File: src/rtl/osc_bank_if.sv
// Handshake and data bundle between a controller and the oscillator bank.
interface osc_bank_if #(
  parameter int W   = 32,
  parameter int NCH = 4
);
  localparam int CHW = (NCH > 1) ? $clog2(NCH) : 1;

  logic           Enable;
  logic           Busy;
  logic           Ld_valid;
  logic           Ld_ready;
  logic           Ld_clr;
  logic [CHW-1:0] Ld_ch;
  logic [W-1:0]   Ld_init1;
  logic [W-1:0]   Ld_init2;
  logic           Out_valid;
  logic [CHW-1:0] Out_ch;
  logic [W-1:0]   Out1;
  logic [W-1:0]   Out2;
  logic [NCH-1:0] Sat;

  modport master (
    output Enable, Ld_valid, Ld_clr, Ld_ch, Ld_init1, Ld_init2,
    input  Busy, Ld_ready, Out_valid, Out_ch, Out1, Out2, Sat
  );

  modport slave (
    input  Enable, Ld_valid, Ld_clr, Ld_ch, Ld_init1, Ld_init2,
    output Busy, Ld_ready, Out_valid, Out_ch, Out1, Out2, Sat
  );
endinterface

File: src/rtl/osc_bank.sv
// Time-multiplexed bank of recursive sine oscillators: y[n] = a*y[n-1] - y[n-2].
// One shared multiplier walks all channels once per Enable.
//
// state | meaning
// IDLE  | waiting; loads accepted, Enable starts a sweep
// SWEEP | one channel per cycle, channels 0..NCH-1 in order
module osc_bank #(
  parameter int W    = 32,
  parameter int FRAC = 29,
  parameter int NCH  = 4
) (
  input logic       Fg_CLK,
  input logic       RESET,
  osc_bank_if.slave bus
);
  localparam int CHW = (NCH > 1) ? $clog2(NCH) : 1;
  localparam logic [CHW-1:0] LAST_CH = CHW'(NCH - 1);
  localparam logic [CHW:0]   NCH_W   = (CHW + 1)'(NCH);

  typedef enum logic {IDLE = 1'b0, SWEEP = 1'b1} state_t;

  state_t         state_q, state_d;
  logic [CHW-1:0] ch_q, ch_d;

  logic signed [W-1:0] y1_q [NCH];
  logic signed [W-1:0] y2_q [NCH];
  logic signed [W-1:0] a_q  [NCH];
  logic [NCH-1:0]      act_q;
  logic [NCH-1:0]      sat_q;

  logic           out_valid_q;
  logic [CHW-1:0] out_ch_q;
  logic [W-1:0]   out1_q;
  logic [W-1:0]   out2_q;

  logic ld_ready, ld_fire, ld_ch_ok, upd;

  logic signed [W-1:0]   a_cur, y1_cur, y2_cur, y_new;
  logic signed [2*W-1:0] prod, prod_sh;
  logic signed [2*W:0]   diff;
  logic                  ovf;

  assign ld_ready = (state_q == IDLE) && !RESET;
  assign ld_fire  = bus.Ld_valid && ld_ready;
  // Channel numbers beyond the bank are accepted on the handshake but dropped.
  assign ld_ch_ok = ({1'b0, bus.Ld_ch} < NCH_W);
  assign upd      = (state_q == SWEEP) && act_q[ch_q];

  assign a_cur  = a_q[ch_q];
  assign y1_cur = y1_q[ch_q];
  assign y2_cur = y2_q[ch_q];

  // Shared multiply, floor shift, subtract and clamp for the channel in its slot.
  always_comb begin
    prod    = (2*W)'(a_cur) * (2*W)'(y1_cur);
    prod_sh = prod >>> FRAC;
    diff    = (2*W+1)'(prod_sh) - (2*W+1)'(y2_cur);
    // In range only if every bit above the result sign matches it.
    ovf     = (diff[2*W:W-1] != {(W+2){diff[2*W]}});
    if (!ovf) begin
      y_new = diff[W-1:0];
    end else if (diff[2*W]) begin
      y_new = {1'b1, {(W-1){1'b0}}};
    end else begin
      y_new = {1'b0, {(W-1){1'b1}}};
    end
  end

  // Next-state: a load in the same cycle swallows Enable; sweep ends on the last channel.
  always_comb begin
    state_d = state_q;
    ch_d    = ch_q;
    case (state_q)
      IDLE: begin
        ch_d = '0;
        if (bus.Enable && !ld_fire) begin
          state_d = SWEEP;
        end
      end
      SWEEP: begin
        ch_d = ch_q + 1'b1;
        if (ch_q == LAST_CH) begin
          state_d = IDLE;
          ch_d    = '0;
        end
      end
      default: begin
        state_d = IDLE;
        ch_d    = '0;
      end
    endcase
  end

  // State and sweep-slot registers.
  always_ff @(posedge Fg_CLK) begin
    if (RESET) begin
      state_q <= IDLE;
      ch_q    <= '0;
    end else begin
      state_q <= state_d;
      ch_q    <= ch_d;
    end
  end

  // Per-channel oscillator state: loads in IDLE, recursion updates in SWEEP.
  always_ff @(posedge Fg_CLK) begin
    if (RESET) begin
      for (int i = 0; i < NCH; i++) begin
        y1_q[i] <= '0;
        y2_q[i] <= '0;
        a_q[i]  <= '0;
      end
      act_q <= '0;
      sat_q <= '0;
    end else if (ld_fire && ld_ch_ok) begin
      if (bus.Ld_clr) begin
        act_q[bus.Ld_ch] <= 1'b0;
      end else begin
        y1_q[bus.Ld_ch]  <= bus.Ld_init1;
        y2_q[bus.Ld_ch]  <= '0;
        a_q[bus.Ld_ch]   <= bus.Ld_init2;
        act_q[bus.Ld_ch] <= 1'b1;
        sat_q[bus.Ld_ch] <= 1'b0;
      end
    end else if (upd) begin
      y2_q[ch_q] <= y1_cur;
      y1_q[ch_q] <= y_new;
      if (ovf) begin
        sat_q[ch_q] <= 1'b1;
      end
    end
  end

  // Output register: strobe for one cycle per updated channel, hold data otherwise.
  always_ff @(posedge Fg_CLK) begin
    if (RESET) begin
      out_valid_q <= 1'b0;
      out_ch_q    <= '0;
      out1_q      <= '0;
      out2_q      <= '0;
    end else begin
      out_valid_q <= 1'b0;
      if (upd) begin
        out_valid_q <= 1'b1;
        out_ch_q    <= ch_q;
        out1_q      <= y_new;
        out2_q      <= y1_cur;
      end
    end
  end

  assign bus.Busy      = (state_q == SWEEP);
  assign bus.Ld_ready  = ld_ready;
  assign bus.Out_valid = out_valid_q;
  assign bus.Out_ch    = out_ch_q;
  assign bus.Out1      = out1_q;
  assign bus.Out2      = out2_q;
  assign bus.Sat       = sat_q;
endmodule

File: src/flat_wrapper.sv
// flat-port wrapper written by rule: the top's interface ports become plain ports
module osc_bank_flat 
#(
  parameter int W    = 32,
  parameter int FRAC = 29,
  parameter int NCH  = 4
)
  (Fg_CLK, RESET, bus_Enable, bus_Ld_valid, bus_Ld_clr, bus_Ld_ch, bus_Ld_init1, bus_Ld_init2, bus_Busy, bus_Ld_ready, bus_Out_valid, bus_Out_ch, bus_Out1, bus_Out2, bus_Sat);
  osc_bank_if #(.W(W), .NCH(NCH)) bus_i ();
  input logic Fg_CLK;
  input logic RESET;
  input wire logic [$bits(bus_i.Enable)-1:0] bus_Enable;
  input wire logic [$bits(bus_i.Ld_valid)-1:0] bus_Ld_valid;
  input wire logic [$bits(bus_i.Ld_clr)-1:0] bus_Ld_clr;
  input wire logic [$bits(bus_i.Ld_ch)-1:0] bus_Ld_ch;
  input wire logic [$bits(bus_i.Ld_init1)-1:0] bus_Ld_init1;
  input wire logic [$bits(bus_i.Ld_init2)-1:0] bus_Ld_init2;
  output wire logic [$bits(bus_i.Busy)-1:0] bus_Busy;
  output wire logic [$bits(bus_i.Ld_ready)-1:0] bus_Ld_ready;
  output wire logic [$bits(bus_i.Out_valid)-1:0] bus_Out_valid;
  output wire logic [$bits(bus_i.Out_ch)-1:0] bus_Out_ch;
  output wire logic [$bits(bus_i.Out1)-1:0] bus_Out1;
  output wire logic [$bits(bus_i.Out2)-1:0] bus_Out2;
  output wire logic [$bits(bus_i.Sat)-1:0] bus_Sat;
  assign bus_i.Enable = bus_Enable;
  assign bus_i.Ld_valid = bus_Ld_valid;
  assign bus_i.Ld_clr = bus_Ld_clr;
  assign bus_i.Ld_ch = bus_Ld_ch;
  assign bus_i.Ld_init1 = bus_Ld_init1;
  assign bus_i.Ld_init2 = bus_Ld_init2;
  assign bus_Busy = bus_i.Busy;
  assign bus_Ld_ready = bus_i.Ld_ready;
  assign bus_Out_valid = bus_i.Out_valid;
  assign bus_Out_ch = bus_i.Out_ch;
  assign bus_Out1 = bus_i.Out1;
  assign bus_Out2 = bus_i.Out2;
  assign bus_Sat = bus_i.Sat;
  osc_bank #(.W(W), .FRAC(FRAC), .NCH(NCH)) u_core (.Fg_CLK(Fg_CLK), .RESET(RESET), .bus(bus_i));
endmodule
File: config.mk
export PLATFORM = sky130hd
export DESIGN_NAME = osc_bank_flat
export DESIGN_NICKNAME = d
export VERILOG_FILES = /design/src/rtl/osc_bank_if.sv /design/src/rtl/osc_bank.sv /design/src/flat_wrapper.sv
export SDC_FILE = /design/constraint.sdc
export NUM_CORES = 2
export LEC_CHECK = 0
export ABC_AREA = 1
export CORE_MARGIN = 2
export CORE_UTILIZATION = 50
export CTS_CLUSTER_DIAMETER = 80
export CTS_CLUSTER_SIZE = 14
export DETAILED_ROUTE_END_ITERATION = 12
export PLACE_DENSITY = 0.75
export SETUP_SLACK_MARGIN = 0.5
export SLEW_MARGIN = 20
export SYNTH_ARGS = -nofsm -noshare
export SYNTH_HDL_FRONTEND = slang
export SYNTH_SLANG_ARGS = --single-unit
File: constraint.sdc
create_clock -name Fg_CLK -period 31.1 [get_ports Fg_CLK]
set_input_delay 3.11 -clock Fg_CLK [delete_from_list [all_inputs] [get_ports Fg_CLK]]
set_output_delay 3.11 -clock Fg_CLK [all_outputs]
set_load 0.005 [all_outputs]
; Word level (Yosys, flattened, before mapping)
; Memory sizes are Yosys's and may differ from the RTL's. A register that Yosys moved wholly into a read port is not among the register bits.
; Index checks and enable logic that the tools add are counted.
[word_totals]
mem_bits_rw = 384
output_inout_bits = 73
inputBits = 71
register_bits = 78
word_cells = 89
n_memories = 3
[mem_list]
columns = name, words, word_bits, read_ports, rd_ports_with_merged_regs, write_ports, line
row1 = u_core.a_q, 4, 32, 1, 1, 4, osc_bank.sv:27  ; logic signed [W-1:0] a_q [NCH];
row2 = u_core.y1_q, 4, 32, 1, 1, 4, osc_bank.sv:25  ; logic signed [W-1:0] y1_q [NCH];
row3 = u_core.y2_q, 4, 32, 1, 1, 4, osc_bank.sv:26  ; logic signed [W-1:0] y2_q [NCH];
[op_classes]
n_addsub = 2
n_mux = 46
n_reduce_logical = 16
mul = 1
eq_ne = 3
n_bitwise = 6
n_lt_le_gt_ge = 4
[ops]
columns = cell, count
row1 = $mux 32, 7
row2 = $reduce_or 32->1, 5
row3 = $mul 32x32->64, 1
row4 = $sub 35x32->36, 1
row5 = $ne 33x33->1, 1
row6 = $mux 1, 20
row7 = $mux 4, 5
row8 = $mux 2, 9
row9 = $and 4x4->4, 2
row10 = $or 4x4->4, 2
row11 = $logic_and 1x1->1, 6
row12 = $lt 2x3->1 const B, 2
row13 = $demux 1 s2, 2
row14 = $ge 2x1->1 const B, 2
row15 = $not 4->4, 1
row16 = $pmux 2 s2, 1
row17 = $reduce_bool 2->1, 2
row18 = $reduce_and 3->1, 1
row19 = $add 2x1->2 const B, 1
row20 = $bmux 1 s2, 1
row21 = $eq 2x2->1 const B, 1
row22 = $logic_not 1->1, 2
row23 = $ne 2x2->1 const B, 1
row24 = $pmux 1 s2, 1
row25 = $not 1->1, 1

; Longest topological paths before layout
[depth]
depth_word = 9
mapped_depth = 60
mapped_depth_nobuf = 54

; Worst setup path before layout
; OpenSTA, ideal clock, no wires.
[synth_path]
kind = register -> register
startpoint = reg u_core.ch_q[1]
endpoint = mem u_core.y1_q[0][1] (data pin)
setup_ps = 258
t_arrival_ps = 9988
required_time_ps = 30842
path_buffers = 6
period_less_slack_ps = 10245
stages_incl_launch_ff = 48
path_slack_ps = 20855
cell_sequence = dfxtp_1 -> buf_2 -> inv_2 -> buf_2 -> buf_1 -> a32oi_1 -> inv_1 -> buf_2 -> buf_1 -> nor2_1 -> fa_1 -> fa_1 -> inv_1 -> fa_1 -> inv_1 -> fa_1 -> inv_1 -> fa_1 -> [12 not listed] -> nand2_1 -> nand2_1 -> nand2_1 -> ha_1 -> a21o_1 -> a21oi_1 -> nand2_1 -> a21oi_1 -> nand3_1 -> nand2_1 -> nand2_1 -> nand2_2 -> nand3_1 -> o21bai_4 -> buf_6 -> nand2_1 -> nand2_2 -> a21oi_1
[synth_rtl]
columns = element, line
row1 = "start, declared", osc_bank.sv:23  ; logic [CHW-1:0] ch_q, ch_d;
row2 = "start signal, assigned", osc_bank.sv:101  ; ch_q <= ch_d;
row3 = "end, declared", osc_bank.sv:25

==> results_dict.tcl <==
set metrics [dict create \
    grt_pass1_wl_mm 283.7 \
    drive_gt1_frac 0.04651 \
    synth-main-ff-cell "edfxtp_1" \
    maxSlewHeadroom 0.2385 \
    synth_most_common_cell "nand2_1" \
    crit_required_ns 31.50 \
    num_vias 45650 \
    ant_nets 0 \
    synth.avg_cell_area_um2 8.937 \
    synth_top_cell_by_area "fa_1" \
    fp.dieW_um 343.5 \
    root_buffer "clkbuf_16" \
    cp_num_buf_inv 10 \
    reg2reg_slack_ns 17.46 \
    synth_edf_count 384 \
    cts_hold_buf 0 \
    r2r-start "u_core.ch_q[1]$_SDFF_PP0_" \
    cpMaxStageDelayCell "fa_1" \
    cts_buffer_depth 3 \
    synthDominantCellAreaShare 0.3760 \
    cts.repair.resized 0 \
    start_util 0.5039 \
    path_clk_slew_ns 0.07 \
    cpPeakStageDelay_ns 0.88 \
    r2r_end "u_core.y1_q[1][23]$_SDFFCE_PN0P_" \
    syn_nets 7819 \
    status "finished clean" \
    grt_pass1_vias 47420 \
    ios 144 \
    vias_per_cell 5.700 \
    grt_antenna_before_repair 11 \
    fin_skew_ns 0.04209 \
    cts-htree-levels 2 \
    ys_seq_area_frac 0.2272 \
    setup_violations 0 \
    arrival_ns 14.04 \
    clk_latency_ns 0.58 \
    coreArea_um2 114300 \
    drc 0 \
    path_common_cell "fa_1" \
    post_drt_wl_per_cell_um 23.31 \
    reg2regPathDepth 41 \
    synthTopCellsByArea "fa_1 (38%), edfxtp_1 (20%), nand2_1 (8.5%), inv_1 (8.1%), nor2_1 (6.1%)" \
    min_path_type "flop to flop" \
    grt_max_degree 78 \
    detail_route.iter0.violations 4700 \
    numCtsBuffers 39 \
    postCtsSetupBuffers 0 \
    rows 124 \
    hold_path.startpoint "u_core.bus.Out2[6]$_SDFFE_PP0P_" \
    fin_crit_sh 0.4385 \
    drv_cap 0 \
    die_h_um 343.5 \
    synthesis.area_um2 57620 \
    yosys.area_share.simple 0.1729 \
    synthCells 6447 \
    yosysWarnings 0 \
    crit_family "adder cells" \
    synth_compound_area_frac 0.06107 \
    tns_ns 0 \
    drt_wl_total_mm 186.7 \
    synth_xor_area_frac 0.01095 \
    cp_max_fo 71 \
    dr.pass1.iters 6 \
    holdPathStages 2 \
    critPathLaunchType "flop" \
    overflow 0 \
    fmax_mhz 73.32 \
    synth-seq-cells 462 \
    gp_congestion 1.058 \
    synth_top_family_by_area "adder cells" \
    cp-end-kind "flop" \
    finalNetCount 7836 \
    slew_viol_final 0 \
    area_growth_syn_to_layout_pct 7.427 \
    period_needed_ns 13.64 \
    ys_top_cells_by_count "nand2_1 (1,302), inv_1 (1,247), fa_1 (1,082), nor2_1 (930), edfxtp_1 (384)" \
    synth_cell_type_count 54 \
    clock_sinks 462 \
    crit_type "flop to flop" \
    worstMarginPinSlew_ns 1.141 \
    cts_tree "built" \
    hold_end "u_core.bus.Out2[6]$_SDFFE_PP0P_" \
    synthArstFlopShare 0 \
    dieArea_um2 118000 \
    synthMuxAreaShare 0 \
    port_buffers 143 \
    rsz0062_at_grt "no" \
    finalHoldViolCount 0 \
    hpwl_mm 143.3 \
    synthAdderAreaFrac 0.4235 \
    grt_use_total 0.3219 \
]
==> final cells by class <==
cell class	instances	area [um2]
Sequential cell	462	13100
Timing Repair Buffer	256	2280
Antenna cell	4	10.01
Multi-Input combinational cell	4429	38680
Inverter	1276	4800
Fill cell	10190	52450
Clock buffer	67	1091
Clock inverter	3	45.04
Tap cell	1512	1892
==> metal layers <==
| metal | global-route usage | wire, um |
|---|---|---|
| met1 | 0.4167 | 69090 |
| met2 | 0.5161 | 85660 |
| met3 | 0.06499 | 20190 |
| met4 | 0.1653 | 11690 |
| met5 | 0 | 77 |
==> per-stage QoR <==
step                setup WS [ns]  instance area, um2    util  cells  hold slack, ns
floorplan                   20.85               57620       -   6447          0.4446
global placement            17.75               60750  0.5313   7935          0.4528
detailed placement          17.71               60750  0.5313   7935          0.4627
CTS                         17.62               61880  0.5412   8005          0.4753
global route                16.77               61890  0.5413   8007          0.4885
finish                      17.46               61890  0.5413   8009          0.4715
==> flip-flops by register name, summed over array words and instances, names as in the netlist, named ones only <==
register,count
u_core.a_q,128
u_core.bus.Busy,1
u_core.bus.Out1,32
u_core.bus.Out2,32
u_core.bus.Out_ch,2
u_core.bus.Out_valid,1
u_core.bus.Sat,4
u_core.ch_q,2
u_core.y1_q,128
u_core.y2_q,128
==> how the worst max path moves through the flow <==
stage,start,end,slack (ns),depth (start not counted)
2_1_floorplan,u_core.ch_q[1]$_SDFF_PP0_,u_core.y1_q[0][1]$_SDFFCE_PN0P_,20.85,47
6_report,u_core.ch_q[1]$_SDFF_PP0_,u_core.y1_q[1][23]$_SDFFCE_PN0P_,17.46,41
4_1_cts,u_core.ch_q[1]$_SDFF_PP0_,u_core.y1_q[1][23]$_SDFFCE_PN0P_,17.62,41
3_5_place_dp,u_core.ch_q[1]$_SDFF_PP0_,u_core.y1_q[2][19]$_SDFFCE_PN0P_,17.71,41
5_1_grt,u_core.ch_q[1]$_SDFF_PP0_,u_core.y1_q[0][17]$_SDFFCE_PN0P_,16.77,45
3_3_place_gp,u_core.ch_q[1]$_SDFF_PP0_,u_core.y1_q[2][26]$_SDFFCE_PN0P_,17.75,41
==> kinds of logic after synthesis <==
logic type | Yosys count
AOI/OAI and AO/OA | 561
and+or+nand+nor | 2495
xor gates and xnor gates | 72
DFF | 462
buffers and inverters | 1556
adders and majority gates | 1301
==> tightest hold or removal path: stages, from the launching register on <==
cell and delay [ns]:
dfxtp_1 0.31, nand3_1 0.07, nand2_1 0.05
==> layout by cell type, fill, tap and decap left out, types with 5 or more instances in the layout <==
| cell | n |
|---|---|
| clkinv_1 | 17 |
| xor2_1 | 48 |
| nand3_1 | 142 |
| xnor2_1 | 24 |
| nand2_4 | 22 |
| a21oi_1 | 332 |
| clkdlybuf4s50_1 | 143 |
| nor3_1 | 16 |
| inv_2 | 11 |
| o21bai_1 | 11 |
| buf_4 | 113 |
| o21ai_0 | 69 |
| a32o_1 | 31 |
| inv_1 | 1246 |
| nor4_1 | 6 |
| o21a_1 | 9 |
| nor2_2 | 6 |
| nor2_1 | 930 |
| a21boi_0 | 5 |
| dfxtp_1 | 77 |
| a31oi_1 | 14 |
| a32oi_1 | 23 |
| edfxtp_1 | 384 |
| nand2_1 | 1293 |
| ha_1 | 219 |
| nand2_2 | 53 |
| clkbuf_16 | 39 |
| clkbuf_1 | 27 |
| fa_1 | 1082 |
| nand4_1 | 16 |
| a32oi_2 | 38 |
Power is not shown: default switching activity piles up to over one toggle a cycle in this logic, so the estimate is an artifact.
